### src/rtl/fifo_arb_pkg.sv
// Shared types and helpers for the FIFO write-port arbiter.
// The LOCK state is only used when ARB_BURST_LOCK_EN is defined.
package fifo_arb_pkg;

  typedef enum logic {
    ARB  = 1'b0,
    LOCK = 1'b1
  } arb_state_t;

  // Upper bound on the requester count; sizes the one-hot helper.
  localparam int MAX_NREQ = 8;

  // One-hot vector with bit idx set. Callers truncate it to their own width.
  function automatic logic [MAX_NREQ-1:0] onehot_idx(input logic [2:0] idx);
    return {{(MAX_NREQ-1){1'b0}}, 1'b1} << idx;
  endfunction

endpackage

### src/rtl/fifo_wr_arbiter_rr_pick.sv
// Combinational round-robin picker: grants the first requester after i_ptr,
// wrapping modulo NREQ. Works for non-power-of-two NREQ.
module rr_pick
  import fifo_arb_pkg::*;
#(
  parameter int NREQ = 4,
  parameter int PW   = $clog2(NREQ)
) (
  input  logic [NREQ-1:0] i_req,
  input  logic [PW-1:0]   i_ptr,
  output logic [NREQ-1:0] o_gnt,
  output logic [PW-1:0]   o_idx,
  output logic            o_any
);

  // w_cand[k] is the requester visited at search step k (ptr+1+k mod NREQ).
  logic [PW-1:0]   w_cand [NREQ];
  logic [NREQ-1:0] w_hit;

  genvar gi;
  generate
    for (gi = 0; gi < NREQ; gi++) begin : g_cand
      logic [PW:0] w_sum;
      // ptr < NREQ and step <= NREQ, so one conditional subtract wraps it.
      assign w_sum       = {1'b0, i_ptr} + (PW+1)'(gi + 1);
      assign w_cand[gi]  = (w_sum >= (PW+1)'(NREQ)) ? PW'(w_sum - (PW+1)'(NREQ))
                                                    : w_sum[PW-1:0];
      assign w_hit[gi]   = i_req[w_cand[gi]];
    end
  endgenerate

  // Earliest search step with an active request wins.
  always_comb begin
    o_idx = '0;
    o_any = 1'b0;
    for (int k = NREQ - 1; k >= 0; k--) begin
      if (w_hit[k]) begin
        o_idx = w_cand[k];
        o_any = 1'b1;
      end
    end
    o_gnt = o_any ? NREQ'(onehot_idx(3'(o_idx))) : '0;
  end

endmodule

### src/rtl/fifo_wr_arbiter.sv
// Round-robin arbiter sharing the FIFO write port among NREQ producers.
// One registered beat per cycle; new grants stop while fifo count >= HIWATER.
// Optional burst lock: define ARB_BURST_LOCK_EN to let an owner keep the
// port for up to BURST consecutive beats.
module fifo_wr_arbiter
  import fifo_arb_pkg::*;
#(
  parameter int NREQ     = 4,
  parameter int DATASIZE = 8,
  parameter int FIFOSIZE = 128,
  parameter int HIWATER  = 120,
  parameter int BURST    = 4,
  parameter int CNTSIZE  = $clog2(FIFOSIZE) + 1
) (
  input  logic                     clk,
  input  logic                     reset,
  input  logic [NREQ*DATASIZE-1:0] i_req_data,
  input  logic [NREQ-1:0]          i_req_v,
  output logic [NREQ-1:0]          o_req_r,
  output logic [DATASIZE-1:0]      o_fifo_din,
  output logic                     o_fifo_dinV,
  input  logic                     i_fifo_dinR,
  input  logic [CNTSIZE-1:0]       i_fifo_cnt,
  output logic [NREQ-1:0]          o_grant
);

  localparam int PW = $clog2(NREQ);
  localparam logic [CNTSIZE-1:0] HIWATER_C = CNTSIZE'(HIWATER);

  generate
    if (NREQ < 2 || NREQ > MAX_NREQ) begin : g_bad_nreq
      $error("fifo_wr_arbiter: NREQ must be 2..8");
    end
    if (BURST < 1) begin : g_bad_burst
      $error("fifo_wr_arbiter: BURST must be >= 1");
    end
  endgenerate

  logic [DATASIZE-1:0] r_din;
  logic                r_dinV;
  logic [NREQ-1:0]     r_grant;
  logic [PW-1:0]       r_ptr;

  logic            w_load;
  logic            w_open;
  logic            w_any;
  logic            w_accept;
  logic [NREQ-1:0] w_elig;
  logic [NREQ-1:0] w_gnt;
  logic [PW-1:0]   w_idx;

  // The output register can take a beat when empty or draining this cycle.
  assign w_load   = !r_dinV | i_fifo_dinR;
  assign w_open   = reset & w_load & (i_fifo_cnt < HIWATER_C);
  assign w_accept = w_open & w_any;
  assign o_req_r  = w_open ? w_gnt : '0;

`ifdef ARB_BURST_LOCK_EN
  localparam int BW = $clog2(BURST + 1);

  arb_state_t      r_state, w_state_next;
  logic [BW-1:0]   r_bcnt, w_bcnt_next;
  logic [NREQ-1:0] w_owner_oh;
  logic            w_own_v;

  // r_ptr doubles as the burst owner while locked.
  assign w_owner_oh = NREQ'(onehot_idx(3'(r_ptr)));
  assign w_own_v    = |(i_req_v & w_owner_oh);
  // While locked and the owner still has data, only the owner is eligible;
  // once it drops req_v the port is handed over in the same cycle.
  assign w_elig     = (r_state == LOCK && w_own_v) ? (i_req_v & w_owner_oh) : i_req_v;

  // Burst FSM next state: start or extend a burst on acceptance, release
  // at BURST beats or when the owner is idle on an open cycle.
  always_comb begin
    w_state_next = r_state;
    w_bcnt_next  = r_bcnt;
    if (w_accept) begin
      if (r_state == LOCK && w_own_v) begin
        w_bcnt_next = r_bcnt + BW'(1);
      end else begin
        w_bcnt_next = BW'(1);
      end
      w_state_next = (w_bcnt_next == BW'(BURST)) ? ARB : LOCK;
    end else if (w_open && r_state == LOCK) begin
      w_state_next = ARB;
    end
  end

  // Burst FSM state register.
  always_ff @(posedge clk) begin
    if (!reset) begin
      r_state <= ARB;
      r_bcnt  <= '0;
    end else begin
      r_state <= w_state_next;
      r_bcnt  <= w_bcnt_next;
    end
  end
`else
  // Every accepted beat re-runs plain round-robin arbitration.
  assign w_elig = i_req_v;
`endif

  rr_pick #(
    .NREQ (NREQ),
    .PW   (PW)
  ) u_rr_pick (
    .i_req (w_elig),
    .i_ptr (r_ptr),
    .o_gnt (w_gnt),
    .o_idx (w_idx),
    .o_any (w_any)
  );

  // Output beat register and round-robin pointer; held while the FIFO stalls.
  always_ff @(posedge clk) begin
    if (!reset) begin
      r_din   <= '0;
      r_dinV  <= 1'b0;
      r_grant <= '0;
      r_ptr   <= PW'(NREQ - 1);
    end else if (w_load) begin
      if (w_accept) begin
        r_din   <= i_req_data[w_idx*DATASIZE +: DATASIZE];
        r_dinV  <= 1'b1;
        r_grant <= w_gnt;
        r_ptr   <= w_idx;
      end else begin
        r_dinV  <= 1'b0;
      end
    end
  end

  assign o_fifo_din  = r_din;
  assign o_fifo_dinV = r_dinV;
  assign o_grant     = r_grant;

endmodule

### config.mk
export PLATFORM = sky130hd
export DESIGN_NAME = fifo_wr_arbiter
export DESIGN_NICKNAME = d
export VERILOG_FILES = /design/src/rtl/fifo_arb_pkg.sv /design/src/rtl/fifo_wr_arbiter_rr_pick.sv /design/src/rtl/fifo_wr_arbiter.sv
export SDC_FILE = /design/constraint.sdc
export NUM_CORES = 1
export LEC_CHECK = 0
export CORE_ASPECT_RATIO = 1.5
export CORE_MARGIN = 3
export CORE_UTILIZATION = 30
export CTS_CLUSTER_DIAMETER = 30
export DETAILED_ROUTE_END_ITERATION = 6
export GPL_TIMING_DRIVEN = 0
export PLACE_DENSITY = 0.8
export SLEW_MARGIN = 5
export SYNTH_ARGS = -nofsm -noshare
export SYNTH_HDL_FRONTEND = slang
export SYNTH_SLANG_ARGS = --single-unit
export TNS_END_PERCENT = 30
### constraint.sdc
create_clock -name clk -period 2 [get_ports clk]
set_clock_uncertainty 0.05 [all_clocks]
set_input_delay 0.4 -clock clk [delete_from_list [all_inputs] [get_ports clk]]
set_output_delay 0.4 -clock clk [all_outputs]
set_load 0.01 [all_outputs]
**Yosys cells after proc, flatten, opt, wreduce, memory -nomap -nowiden**

Index checks and enable logic that the tools add are counted.

- $add $sub $neg: 8
- Magnitude comparators: 9
- Shift operators: 2
- Muxes and demuxes: 23
- Bitwise gates (word level): 4
- Reductions and logical operators: 2

Operators with widths:

| operator | count |
|---|---|
| 32-bit by 6-bit indexed part select with 8-bit output | 1 |
| 2-bit 2-to-1 mux | 8 |
| 3-bit greater-or-equal comparator (second input constant) | 4 |
| 2-bit by 3-bit < comparator with 1-bit output (second input constant) | 4 |
| 1-bit 2-to-1 mux | 9 |
| 1-bit binary-select mux with 2-bit select | 4 |
| 8-bit by 7-bit < comparator with 1-bit output (second input constant) | 1 |
| 4-bit 2-to-1 mux | 2 |
| 2-bit by 1-bit subtractor with 2-bit output (second input constant) | 4 |
| 2-bit by 2-bit adder with 3-bit output (second input constant) | 2 |
| 1-bit by 2-bit << shifter with 4-bit output (first input constant) | 1 |
| 2-bit by 1-bit adder with 3-bit output (second input constant) | 1 |
| 2-bit by 3-bit adder with 3-bit output (second input constant) | 1 |
| 1-bit AND | 3 |
| 2-bit AND reduction | 1 |
| 1-bit logical NOT | 1 |
| 1-bit OR | 1 |

- Bits in registers: 15
- Bits of input ports: 47
- Output and inout bits: 17
- Logic and storage cells: 52

**Depth between registers and ports, before layout**

- Word-level depth: 12
- Gate-level depth with buffers: 6
- Depth with buffers taken out: 5

**Modules after synthesis**

A second synthesis with hierarchy kept.

- Cells, all modules: 111
- Area, all modules: 1084.8 um2

By module, submodules not included:

| module | times used | cells an instance | area an instance (um2) | sequential area each (um2) |
|---|---|---|---|---|
| fifo_wr_arbiter | 1 | 83 | 907.1 | 300.3 |
| rr_pick | 1 | 28 | 177.7 | 0.0 |

**Worst setup path before layout**

OpenSTA, ideal clock, no wires.

- Kind: input to output
- Start: in i_req_v[1]
- End: out o_req_r[3]
- Data arrival time: 1366 ps
- Data required time: 1550 ps
- Setup slack: 184 ps
- Stages on the path: 6
- Path buffers: 1
- Cells stage by stage: nor2_1 o22ai_1 a311o_2 buf_6 nand3b_1 inv_1

- Cells in the longest elaborated chain, start to end: 9
- Elaborated cells between the ends (all ways): 19
- Those cells by class: shift: 1; mux: 18

Ends and longest elaborated chain:

| element | RTL line | text |
|---|---|---|
| start: declaration | fifo_wr_arbiter.sv:18 | `input logic [NREQ-1:0] i_req_v,` |
| 1-bit binary-select mux with 2-bit select | fifo_wr_arbiter_rr_pick.sv:28 | `assign w_hit[gi] = i_req[w_cand[gi]];` |
| 1-bit 2-to-1 mux (implied by the code) | fifo_wr_arbiter_rr_pick.sv:28 |  |
| 2-bit 2-to-1 mux (4 in series) | fifo_wr_arbiter_rr_pick.sv:37 | `if (w_hit[k]) begin` |
| 1-bit by 2-bit << shifter with 4-bit output | fifo_arb_pkg.sv:15 | `return {{(MAX_NREQ-1){1'b0}}, 1'b1} << idx;` |
| 4-bit 2-to-1 mux (*) | fifo_wr_arbiter_rr_pick.sv:42 | `o_gnt = o_any ? NREQ'(onehot_idx(3'(o_idx))) : '0;` |
| 4-bit 2-to-1 mux (*) | fifo_wr_arbiter.sv:56 | `assign o_req_r = w_open ? w_gnt : '0;` |
| end: declaration | fifo_wr_arbiter.sv:19 | `output logic [NREQ-1:0] o_req_r,` |

Every way passes the cells marked *; elsewhere a longest branch is shown, timed or not. The select of a mux whose other input is x is not followed.

**Worst setup path after layout**

- Start: in reset
- End: out o_req_r[2]

- Cells in the longest elaborated chain, start to end: 3

Ends and longest elaborated chain:

| element | RTL line | text |
|---|---|---|
| start: declaration | fifo_wr_arbiter.sv:16 | `input logic reset,` |
| 1-bit AND (2 in series) | fifo_wr_arbiter.sv:54 | `assign w_open = reset & w_load & (i_fifo_cnt < HIWATER_C);` |
| 4-bit 2-to-1 mux | fifo_wr_arbiter.sv:56 |  |

Every way passes these cells.

==> qor.yml <==
status: "complete, but fails checks"
violations: "negative setup slack"
fin_ws_ns: -0.144
cts_buffers: 3
grt_pass1_vias: 1097
path_max_fanout: 7
ctsLongestPathBuffers: 2
dp_hpwl_um: 2200
io_buffers: 60
total_leakage_power_nw: 0.794
wl_met3_um: 205
r2r_cells: 8
clk_latency_ns: 0.25
vias: 1057
post-place-ws_ns: -0.949
path_class: "primary input to output port"
postSynthAreaPerCell_um2: 9.20
rsz0062_at_grt: "true"
wl_per_cell_um: 15.4
cp.required_ns: 1.55
yosysWarnings: 0
drt-total-wl_um: 3170
path_clk_slew_ns: 0.06
antenna_found_initial: 0
cp_cell_sequence: "clkdlybuf4s15_1, nor2b_1, nand4_1, or3_4, inv_2, buf_6"
drt_iter0_markers: 19
grt_remaining_overflow: 0
grt_max_degree: 11
cts_tree: "done"
antenna_left: 0
syn_to_final_growth_pct: 98.0
placed_area_mm2: 0.00150
period_share: 1.07
htreeDepth: 1
grt_pass1_wl_um: 4880
cts_root_buf: "clkbuf_8"
crit_slowest_cell: "or3_4"
cap_viol_max_count: 0
powerDensity_mw_per_mm2: 559
cp-end-kind: "output port"
ir_drop_mv: 0.358
dieArea_mm2: 0.00354
io-pin-count: 64
clock-sinks: 15
dr.pass1.iters: 4
async_reset_ff_frac: 0
total_power_w: 0.000947
setup_viol: 4
grt.total_usage: 0.178
synth_ff_type: "dfxtp_1"
hold_depth: 2
route.detailed.drc: 0
final_area_mm2: 0.00169
m1WireLength_um: 1030
dieWidth_um: 49.6
hold_ws_ns: 0.424
hold_violations: 0
top_layer: "met4"
drv_slew: 0
synth_seq_area_share: 0.351
hold_path.class: "flip-flop to flip-flop"
utilization: 0.626
min_period_ns: 2.14
synth_cell_types: 27
final_common_cell: "clkdlybuf4s50_1"
via_per_inst: 5.13
rows: 23
nets: 217
synth_fp_nets: 140
ctsHoldBuffers: 0
slew_headroom: 0.701
gp_congestion: 0.744
worst_slew_pin_slew_ns: 0.448
start_util: 0.316
synth-edff-count: 0
diodes: 0
max_stage_delay_ns: 0.43
cp-start-kind: "primary input"
fmax_ghz: 0.466
final_cell_mix: "clkdlybuf4s50_1 (46), mux2i_1 (16), dfxtp_1 (14)"
met2WireLength_um: 1800
syn_inst: 93
drive_gt1_frac: 0.249
synth_area_um2: 856
ys_seq_elements: 15
core-area_mm2: 0.00271
cp.arrival_ns: 1.69
die-height_um: 71.4
cells by family after synthesis:
kind of cell	share of synthesized area
and+or+nand+nor	0.225
AOI/OAI and AO/OA	0.183
buffers and inverters	0.0541
DFF	0.351
muxes	0.187
registers in the layout (all words and copies together) (netlist names):
register / count
o_fifo_dinV: 1
o_grant: 4
o_fifo_din: 8
r_ptr: 2
report_power, final:
part	switching (W)	internal [W]
clock network	0.000105	0.000141
registers	0.0000179	0.000327
logic	0.000135	0.000221
total	0.000258	0.000690
Yosys cell counts (2+ instances only):
cell      number  area, um^2
mux2i_1       16         160
nand4_1        2        12.5
a21boi_1       3        22.5
nand3_1        9        45.0
nand2b_1       5        31.3
nand2_1        8        30.0
clkbuf_1       2        7.51
inv_1          3        11.3
nor2_1         2        7.51
dfxtp_1       15         300
o221ai_1       9        78.8
o21a_1         2        15.0
buf_6          2        22.5
and2_1         2        12.5
final timing paths:
| path | endpoint | startpoint | slack (ns) |
|---|---|---|---|
| worst max-delay path | o_req_r[2] | reset | -0.14 |
| worst min-delay path | o_grant[3] | o_grant[3] | 0.42 |
| worst max register to register | o_fifo_din[4] | r_ptr[1] | 0.20 |
| worst min register to register | o_grant[3] | o_grant[3] | 0.42 |
per-layer routing:
metal | vias up | GRT usage
met5 | - | 0
met4 | 0 | 0.0954
met3 | 11 | 0.0395
met2 | 51 | 0.353
met1 | 489 | 0.159
li1 | 506 | -
metrics by stage:
stage	setup TNS, ns	cells
floorplan	0	93
global placement	-6.29	190
detailed placement	-6.38	190
CTS	-0.336	205
global route	-0.660	206
finish	-0.471	206
area by class of cell:
cell class	count	area [um^2]
fillers	240	1010
repair buffers	72	683
multi-input cells	70	562
flip-flops and latches	15	304
well taps	37	46.3
clock buffers	4	45.0
plain buffers	5	42.5
inverters	3	11.3
what timing repair did:
action | in CTS | in global routing
setup buffers | 11 | 1
pin swaps | 8 | 8
setup endpoints to repair | 5 | 5
resized for setup | 43 | 16
critical path, delay by kind of cell:
kind | cells | cell delay, ns
AND/OR/NAND/NOR | 3 | 0.83
buffers and inverters | 3 | 0.46
No activity file was read; power rests on OpenSTA's default activity.
